$ cat src/rtl/idexe_hazard_reg.sv
// Purpose : ID->EXE pipeline register with load-use / branch-in-ID hazard interlock.
// Latency : 1 cycle ID->EXE; StallFront_OUT is combinational in the same cycle.
// Backpr. : Stall_IN holds every register; an interlock bubble freezes PC and IF/ID via StallFront_OUT.
//
// Ports:
//   CLOCK, RESET (synchronous, active-low)
//   *_IN   decode-stage fields, Valid_IN marks a real instruction
//   *_OUT  registered EXE copies of the same fields, Valid_OUT marks a real instruction
//   Flush_IN        squash: EXE takes a bubble, interlock returns to RUN
//   Stall_IN        downstream freeze: hold all state
//   StallFront_OUT  freeze PC and IF/ID this cycle
//   BubbleCount_OUT / StallCount_OUT  performance counters
//
// Optional feature macro: IDEXE_PERF_EN
//   defined   : saturating 32-bit counters of interlock bubbles and Stall_IN cycles
//   undefined : both counter ports read zero and no counter flops exist
module idexe_hazard_reg #(
    parameter int DATA_W = 32,
    parameter int REG_W  = 5
) (
    input  logic              CLOCK,
    input  logic              RESET,
    input  logic              Valid_IN,
    input  logic [DATA_W-1:0] OperandA_IN,
    input  logic [DATA_W-1:0] OperandB_IN,
    input  logic [DATA_W-1:0] MemWriteData_IN,
    input  logic [5:0]        ALUControl_IN,
    input  logic [4:0]        ShiftAmount_IN,
    input  logic              MemRead_IN,
    input  logic              MemWrite_IN,
    input  logic [REG_W-1:0]  WriteRegister_IN,
    input  logic              WriteEnable_IN,
    input  logic [REG_W-1:0]  RegisterRS_IN,
    input  logic [REG_W-1:0]  RegisterRT_IN,
    input  logic              Immed_IN,
    input  logic              Branch_IN,
    input  logic              JumpReg_IN,
    input  logic              Syscall_IN,
    input  logic              Flush_IN,
    input  logic              Stall_IN,
    output logic              Valid_OUT,
    output logic [DATA_W-1:0] OperandA_OUT,
    output logic [DATA_W-1:0] OperandB_OUT,
    output logic [DATA_W-1:0] MemWriteData_OUT,
    output logic [5:0]        ALUControl_OUT,
    output logic [4:0]        ShiftAmount_OUT,
    output logic              MemRead_OUT,
    output logic              MemWrite_OUT,
    output logic [REG_W-1:0]  WriteRegister_OUT,
    output logic              WriteEnable_OUT,
    output logic [REG_W-1:0]  RegisterRS_OUT,
    output logic [REG_W-1:0]  RegisterRT_OUT,
    output logic              Immed_OUT,
    output logic              Branch_OUT,
    output logic              JumpReg_OUT,
    output logic              Syscall_OUT,
    output logic              StallFront_OUT,
    output logic [31:0]       BubbleCount_OUT,
    output logic [31:0]       StallCount_OUT
);

    typedef struct packed {
        logic              valid;
        logic [DATA_W-1:0] op_a;
        logic [DATA_W-1:0] op_b;
        logic [DATA_W-1:0] mem_wdata;
        logic [5:0]        alu_ctrl;
        logic [4:0]        shamt;
        logic              mem_read;
        logic              mem_write;
        logic [REG_W-1:0]  wr_reg;
        logic              wr_en;
        logic [REG_W-1:0]  rs;
        logic [REG_W-1:0]  rt;
        logic              immed;
        logic              branch;
        logic              jump_reg;
        logic              syscall;
    } exe_t;

    // BUB2 is the second bubble owed when a branch in ID depends on a load in EXE.
    typedef enum logic {
        ST_RUN  = 1'b0,
        ST_BUB2 = 1'b1
    } state_t;

    exe_t   exe_q, exe_d, id_dat;
    state_t state_q, state_d;
    logic   stall_front;

    // ------------------------------------------------------------------
    // Gather decode fields into one bundle
    // ------------------------------------------------------------------
    always_comb begin
        id_dat           = '0;
        id_dat.valid     = Valid_IN;
        id_dat.op_a      = OperandA_IN;
        id_dat.op_b      = OperandB_IN;
        id_dat.mem_wdata = MemWriteData_IN;
        id_dat.alu_ctrl  = ALUControl_IN;
        id_dat.shamt     = ShiftAmount_IN;
        id_dat.mem_read  = MemRead_IN;
        id_dat.mem_write = MemWrite_IN;
        id_dat.wr_reg    = WriteRegister_IN;
        id_dat.wr_en     = WriteEnable_IN;
        id_dat.rs        = RegisterRS_IN;
        id_dat.rt        = RegisterRT_IN;
        id_dat.immed     = Immed_IN;
        id_dat.branch    = Branch_IN;
        id_dat.jump_reg  = JumpReg_IN;
        id_dat.syscall   = Syscall_IN;
    end

    // ------------------------------------------------------------------
    // Hazard detection against the instruction currently in EXE
    // ------------------------------------------------------------------
    logic uses_rt, ctrl_xfer, match, hz_one, hz_two, hz_any;

    // RT is an ALU source unless the op is immediate; stores and branches
    // still read it. jr/jalr read RS only.
    assign uses_rt   = (!Immed_IN | MemWrite_IN | Branch_IN) & !JumpReg_IN;
    assign ctrl_xfer = Branch_IN | JumpReg_IN;
    assign match     = exe_q.valid & exe_q.wr_en & (exe_q.wr_reg != '0) &
                       ((exe_q.wr_reg == RegisterRS_IN) |
                        (uses_rt & (exe_q.wr_reg == RegisterRT_IN)));

    // One bubble: load feeding ALU (LU) or ALU result feeding a branch (BA).
    // Two bubbles: load feeding a branch (BL), since the branch resolves in ID.
    assign hz_one = Valid_IN & match & (exe_q.mem_read ^ ctrl_xfer);
    assign hz_two = Valid_IN & match & exe_q.mem_read & ctrl_xfer;
    assign hz_any = hz_one | hz_two;

    // ------------------------------------------------------------------
    // Next-state / output logic
    // ------------------------------------------------------------------
    always_comb begin
        exe_d       = exe_q;
        state_d     = state_q;
        stall_front = 1'b0;
        if (Flush_IN) begin
            exe_d   = '0;
            state_d = ST_RUN;
        end else if (Stall_IN) begin
            stall_front = 1'b1;
        end else if (state_q == ST_BUB2) begin
            // Load has moved to MEM; the second bubble is unconditional.
            exe_d       = '0;
            state_d     = ST_RUN;
            stall_front = 1'b1;
        end else if (hz_any) begin
            exe_d       = '0;
            stall_front = 1'b1;
            if (hz_two) begin
                state_d = ST_BUB2;
            end
        end else begin
            exe_d = id_dat;
        end
    end

    // Front end is not frozen while the pipe is being reset.
    assign StallFront_OUT = RESET & stall_front;

    always_ff @(posedge CLOCK) begin
        if (!RESET) begin
            exe_q   <= '0;
            state_q <= ST_RUN;
        end else begin
            exe_q   <= exe_d;
            state_q <= state_d;
        end
    end

    // ------------------------------------------------------------------
    // Performance counters
    // ------------------------------------------------------------------
`ifdef IDEXE_PERF_EN
    logic [31:0] bub_cnt_q, bub_cnt_d;
    logic [31:0] stall_cnt_q, stall_cnt_d;
    logic        bub_inc;

    // Only interlock bubbles count; flush bubbles and frozen cycles do not.
    assign bub_inc = !Flush_IN & !Stall_IN & ((state_q == ST_BUB2) | hz_any);

    always_comb begin
        bub_cnt_d   = bub_cnt_q;
        stall_cnt_d = stall_cnt_q;
        if (bub_inc && (bub_cnt_q != 32'hFFFF_FFFF)) begin
            bub_cnt_d = bub_cnt_q + 32'd1;
        end
        if (Stall_IN && (stall_cnt_q != 32'hFFFF_FFFF)) begin
            stall_cnt_d = stall_cnt_q + 32'd1;
        end
    end

    always_ff @(posedge CLOCK) begin
        if (!RESET) begin
            bub_cnt_q   <= '0;
            stall_cnt_q <= '0;
        end else begin
            bub_cnt_q   <= bub_cnt_d;
            stall_cnt_q <= stall_cnt_d;
        end
    end

    assign BubbleCount_OUT = bub_cnt_q;
    assign StallCount_OUT  = stall_cnt_q;
`else
    assign BubbleCount_OUT = 32'd0;
    assign StallCount_OUT  = 32'd0;
`endif

    // ------------------------------------------------------------------
    // Output mapping
    // ------------------------------------------------------------------
    assign Valid_OUT         = exe_q.valid;
    assign OperandA_OUT      = exe_q.op_a;
    assign OperandB_OUT      = exe_q.op_b;
    assign MemWriteData_OUT  = exe_q.mem_wdata;
    assign ALUControl_OUT    = exe_q.alu_ctrl;
    assign ShiftAmount_OUT   = exe_q.shamt;
    assign MemRead_OUT       = exe_q.mem_read;
    assign MemWrite_OUT      = exe_q.mem_write;
    assign WriteRegister_OUT = exe_q.wr_reg;
    assign WriteEnable_OUT   = exe_q.wr_en;
    assign RegisterRS_OUT    = exe_q.rs;
    assign RegisterRT_OUT    = exe_q.rt;
    assign Immed_OUT         = exe_q.immed;
    assign Branch_OUT        = exe_q.branch;
    assign JumpReg_OUT       = exe_q.jump_reg;
    assign Syscall_OUT       = exe_q.syscall;

endmodule

$ cat config.mk
export PLATFORM = sky130hd
export DESIGN_NAME = idexe_hazard_reg
export DESIGN_NICKNAME = d
export VERILOG_FILES = /design/src/rtl/idexe_hazard_reg.sv
export SDC_FILE = /design/constraint.sdc
export NUM_CORES = 1
export LEC_CHECK = 0
export CAP_MARGIN = 20
export CORE_AREA = 2 2 126 128
export CTS_BUF_LIST = sky130_fd_sc_hd__clkbuf_16
export CTS_CLUSTER_DIAMETER = 200
export CTS_CLUSTER_SIZE = 14
export DETAILED_ROUTE_END_ITERATION = 16
export DIE_AREA = 0 0 128 130
export GPL_TIMING_DRIVEN = 0
export PLACE_DENSITY = 0.83
export SLEW_MARGIN = 0
export SYNTH_ARGS = -nofsm -noshare
export SYNTH_HDL_FRONTEND = slang
export SYNTH_SLANG_ARGS = --single-unit
$ cat constraint.sdc
create_clock -name CLOCK -period 2.8 [get_ports CLOCK]
set_clock_uncertainty 0.15 [all_clocks]
set_input_delay 0.56 -clock CLOCK [delete_from_list [all_inputs] [get_ports CLOCK]]
set_output_delay 0.56 -clock CLOCK [all_outputs]
set_load 0.05 [all_outputs]
; ---- Word level (Yosys, flattened, before mapping)
; Cells that the tools add are included.
[word_totals]
reg_bits = 131
in_bits = 134
output_inout_bits = 195
word_cells = 49
[op_classes]
eq_ne = 2
muxes = 9
n_bitwise = 17
reduce_logical = 4
[ops]
columns = cell, count
row1 = $mux W130, 2
row2 = $and A1 B1 Y1, 10
row3 = $eq A5 B5 Y1, 2
row4 = $mux W1, 7
row5 = $or A1 B1 Y1, 5
row6 = $reduce_bool A5 Y1, 1
row7 = $logic_not A1 Y1, 2
row8 = $reduce_or A2 Y1, 1
row9 = $not A1 Y1, 1
row10 = $xor A1 B1 Y1, 1

; ---- Depth between registers and ports, before layout
[depth]
depth_word = 16
mapped_depth = 7
ltp_nobuf = 5

; ---- Worst setup path before layout
; No wires, ideal clock.
[synth_path]
kind = flip-flop to output port
startpoint = register exe_q, in the netlist WriteRegister_OUT[2]
endpoint = output port StallFront_OUT
arrival_ns = 2.354
t_required_ns = 2.090
slack_ns = -0.264
path_stages_with_launch = 6
n_path_buf = 0
path_cell_list = dfxtp_1 xor2_1 or4_1 o22ai_2 nand3_1 a21oi_1
[synth_via]
elab_chain_len = 13
word_cells_on_any_way = 17
classes_between = 2 x eq/ne / 4 x mux / 10 x bitwise / 1 x reduce/logical
[synth_rtl]
columns = element, line
row1 = from (decl), 87  ; exe_t exe_q, exe_d, id_dat;
row2 = from (signal assigned), 166  ; exe_q <= '0;
row3 = from (signal assigned), 169  ; exe_q <= exe_d;
row4 = $eq A5 B5 Y1, 125  ; (uses_rt & (exe_q.wr_reg == RegisterRT_IN)));
row5 = $and A1 B1 Y1, 125
row6 = $or A1 B1 Y1, 124  ; ((exe_q.wr_reg == RegisterRS_IN) |
row7 = $and A1 B1 Y1 (*), 123  ; assign match = exe_q.valid & exe_q.wr_en & (exe_q.wr_reg != '0) &
row8 = $and A1 B1 Y1 (*), "129, 130"
row9 = $and A1 B1 Y1 (2 in a row), 130  ; assign hz_two = Valid_IN & match & exe_q.mem_read & ctrl_xfer;
row10 = $or A1 B1 Y1 (*), 131  ; assign hz_any = hz_one | hz_two;
row11 = $mux W1 (*), 150  ; end else if (hz_any) begin
row12 = $mux W1 (*), 145  ; end else if (state_q == ST_BUB2) begin
row13 = $mux W1 (*), 143  ; end else if (Stall_IN) begin
row14 = $mux W1 (*), 140  ; if (Flush_IN) begin
row15 = $and A1 B1 Y1 (*), 162  ; assign StallFront_OUT = RESET & stall_front;
row16 = to (decl), 57  ; output logic StallFront_OUT,
; Mark *: on every way between the ends. The rest lies on a longest branch, timed or not.

; ---- Worst setup path in the final report
[layout_path]
startpoint = input port JumpReg_IN
endpoint = output port StallFront_OUT
[layout_via]
elab_chain_len = 14
word_cells_on_any_way = 17
classes_between = 4 x mux / 12 x bitwise / 1 x reduce/logical
[layout_rtl]
columns = element, line
row1 = from (decl), 37  ; input logic JumpReg_IN,
row2 = $logic_not A1 Y1, 121  ; assign uses_rt = (!Immed_IN | MemWrite_IN | Branch_IN) & !JumpReg_IN;
row3 = $and A1 B1 Y1, 121
row4 = $and A1 B1 Y1, 125
row5 = $or A1 B1 Y1, 124
row6 = $and A1 B1 Y1, 123
row7 = $and A1 B1 Y1, "129, 130"
row8 = $and A1 B1 Y1 (2 in a row), 130
row9 = $or A1 B1 Y1 (*), 131
row10 = $mux W1 (*), 150
row11 = $mux W1 (*), 145
row12 = $mux W1 (*), 143
row13 = $mux W1 (*), 140
row14 = $and A1 B1 Y1 (*), 162
; Marks and branches as above.

==> results <==
cells by family after synthesis:
kind of cell / synth area share [%]
AOI/OAI and AO/OA: 25.3
xor gates and xnor gates: 1.87
DFF: 56.1
other: 0.0802
buffers and inverters: 14.6
and+or+nand+nor: 2.03
flip-flops by register name, summed over array words and instances (netlist names), 5 cells and up:
signal / cells
OperandA_OUT: 32
OperandB_OUT: 32
WriteRegister_OUT: 5
ALUControl_OUT: 6
RegisterRS_OUT: 5
ShiftAmount_OUT: 5
RegisterRT_OUT: 5
MemWriteData_OUT: 32
cell usage in the layout, fill, tap and decap left out, types with 2 or more instances in the layout:
cell type and n:
conb_1 64, buf_6 13, dfxtp_2 2, nand3_2 2
clkinv_2 2, o21ai_1 2, nor3_1 2, clkinvlp_4 3
clkdlybuf4s50_1 257, xor2_1 5, buf_4 66, bufinv_16 3
nor2_1 5, dlygate4sd2_1 4, nand2b_1 2, clkbuf_16 17
xnor2_1 4, clkbuf_1 13, a22o_1 129, nand2_1 5
clkbuf_2 2, dfxtp_1 128, clkinv_1 6
cell type report:
cell class              instances  area (um2)  area share, %
clock buffers                  17         425           5.06
clock inverters                14         145           1.73
plain buffers                  92         682           8.11
flip-flops and latches        131        2630           31.3
multi-input cells             231        1640           19.5
well taps                     192         240           2.86
inverters                       1        3.75         0.0447
repair buffers                265        2640           31.4
what timing repair did:
item / CTS / global route
setup endpoints to repair: 1 / 21
gates resized for setup: 22 / 5
setup buffers: 1 / 0
pin swaps: 4 / 3
endpoints found under the hold margin: 0 / 0
metrics by stage:
stage               setup TNS (ns)  area (um2)  setup slack [ns]  util (%)  total power [uW]
finish                           0        8400            0.0229      54.5              5090
detailed placement          -27.18        7800            -0.974      50.6              2940
global placement            -23.01        7800            -0.954      50.6              2940
global route               -0.0297        8400           -0.0297      54.5              5260
floorplan                        0        4920            0.0214         -              2590
CTS                       -0.00494        8400          -0.00494      54.5              5140
worst max-delay path, stage by stage:
cell and delay, ns:
dlygate4sd2_1 0.30, or4_4 0.59, o22ai_4 0.15, nand3_2 0.10, a21oi_2 0.18, buf_6 0.18
routing by layer:
layer	track usage [%]	up-vias
met3	5.13	20
met4	8.02	0
met1	19.1	1886
li1	-	2021
met2	28.9	190
met5	0	-
cells in the mapped netlist (2+ instances only):
cell type  instances
nand2b_1           2
a21oi_1            2
nor3_1             2
buf_4             65
o21ai_1            2
xnor2_1            5
dfxtp_1          131
buf_6             12
a22o_1           129
nand2_1            5
nand3_1            3
nor2_1             5
clkbuf_1          14
xor2_1             5
worst max path at each step:
stage                    startpoint             end  slack [ns]  depth (start not counted)
6_report                 JumpReg_IN  StallFront_OUT        0.02                          6
4_1_cts        WriteRegister_OUT[1]  StallFront_OUT      -0.005                          6
3_3_place_gp       RegisterRT_IN[2]  StallFront_OUT       -0.95                          7
2_1_floorplan  WriteRegister_OUT[2]  StallFront_OUT        0.02                          5
5_1_grt        WriteRegister_OUT[0]  StallFront_OUT       -0.03                          6
3_5_place_dp       RegisterRT_IN[2]  StallFront_OUT       -0.97                          7
power groups by stage:
stage / logic, uW / registers, uW / clock network, uW
6_report: 943 / 1960 / 2180
5_1_grt: 986 / 1970 / 2300
4_1_cts: 943 / 1960 / 2230
3_5_place_dp: 938 / 2000 / 0
3_3_place_gp: 933 / 2000 / 0
2_1_floorplan: 373 / 2210 / 0
==> results.md <==
* Switch share at between 20% and 30%
* Final period util at around 99%
* Core ar. at around 15,000 um2
* Worst hold path startpoint: RegisterRT_IN[1]
* Nets at 873
* Largest net degree at the start of global routing at 17
* Post-Syn Instances at 392
* Fmax at 360 MHz
* Die width at approximately 130 um
* Initial Util at a little under a third
* Met3 WL at 1080 um
* Synth async-reset ratio at 0%
* Max layer used: met4
* Worst setup path class: input pin to output port
* Share of the synthesized area in the top cell type at about 56%
* R2R depth at 7
* First-pass DRT Iterations at 4
* Netlist cell types at 24
* Post-synthesis cell area at between 4000 and 5000 um2
* Unrepaired setup endpoints after global routing: true
* Hold Crit Class: input pin to register
* Combinational share of power at 18.5%
* Setup Viol. Count Final at 0
* Port buffer count at 264
* Reg2reg end: ShiftAmount_OUT[4]
* R2R setup slack at between 0.6 and 0.7 ns
* Inserted Diodes at 0
* Final Hold Fails at 0
* Reg-to-Reg Start: WriteRegister_OUT[0]
* Final std cells w/o fill at approximately 940
* Worst-skew pair later-pin latency at approximately 0.41 ns
* Number of global-route vias before repair at about 4,000
* CTS max path bufs at 2
* Drt drc at 0
* Final-report max-slew violation count at 0
* Status: finished clean
* Worst-Margin Slew at about 0.6 ns
* Number of clock sinks at roughly 130
* Ports at about 330
* CP arrival at slightly above 2 ns
* Die Height at ~130 um
* Routed wire length at approximately 14,000 um
* CP max FO at 4
* Detail Placement HPWL at roughly 11,000 um
* Routed vias/inst at ~4.4
* Required time worst endpoint at roughly 2.1 ns
* Routed Antenna Nets at 0
* Yosys top cell by area: dfxtp_1
* Vias at about 4,000
* All-layer global routing usage at between 10% and 20%
* Slew HR at approximately 61%
* Reg clk slew, reported paths at approximately 0.060 ns
* Die area at 16,600 um2
* # rows at 46
* Metal-1 WL at ~5900 um
* Placed Instances at around 910
* H-tree depth at 4
* Reg power frac at between 30% and 40%
* Routed WL per cell at roughly 15 um
* Critical Path End Type: output port
* Area Growth Syn to Fin at 79.7%
* Maxcap violations at 0
* Clk root buf: clkbuf_16
* First-pass GRT wire length at 21,300 um
* Post-synthesis register bit count at 131
* Cell Pwr Density at roughly 600 nW/um2
* Antenna violations before repair at 0
* Post-synth EDFFs at 0
* Worst hold slack at between 0.2 and 0.3 ns
* Grt ovf at 0
* Peak supply drop at slightly above 400 uV
* Fill cells at between 1,000 and 1,500
* Met2 WL post-DR at a little over 7000 um
* Largest cells by area after synthesis: dfxtp_1 56%, a22o_1 24%, buf_4 10%
* CTS Buf Count at 17
* Sequential element share of the synthesized area at 56.1%
* Pleak at 0.00353 uW
* Fraction of layout cells with a size suffix above 1 at 15.4%
* Clock share of power at 42.9%
* First DRT Iteration DRCs at between 100 and 150
* Cell internal pwr at 3680 uW
* Switch Pwr at about 1400 uW
* Worst Hold Path Cells at 2
* Post-CTS Hold Buffers at 0
* Avg Synthesized Cell Area at between 10 and 15 um2
* Main synth FF type: dfxtp_1
* Hold endpoint: RegisterRT_OUT[1]
* Worst setup SP type: input pin
* GPL Wtd Cong at 0.734
* CTS tree: built
* Total of warnings raised by yosys at 0
* Crit path time final at 2.78 ns
No activity file was read; power rests on OpenSTA's default activity.
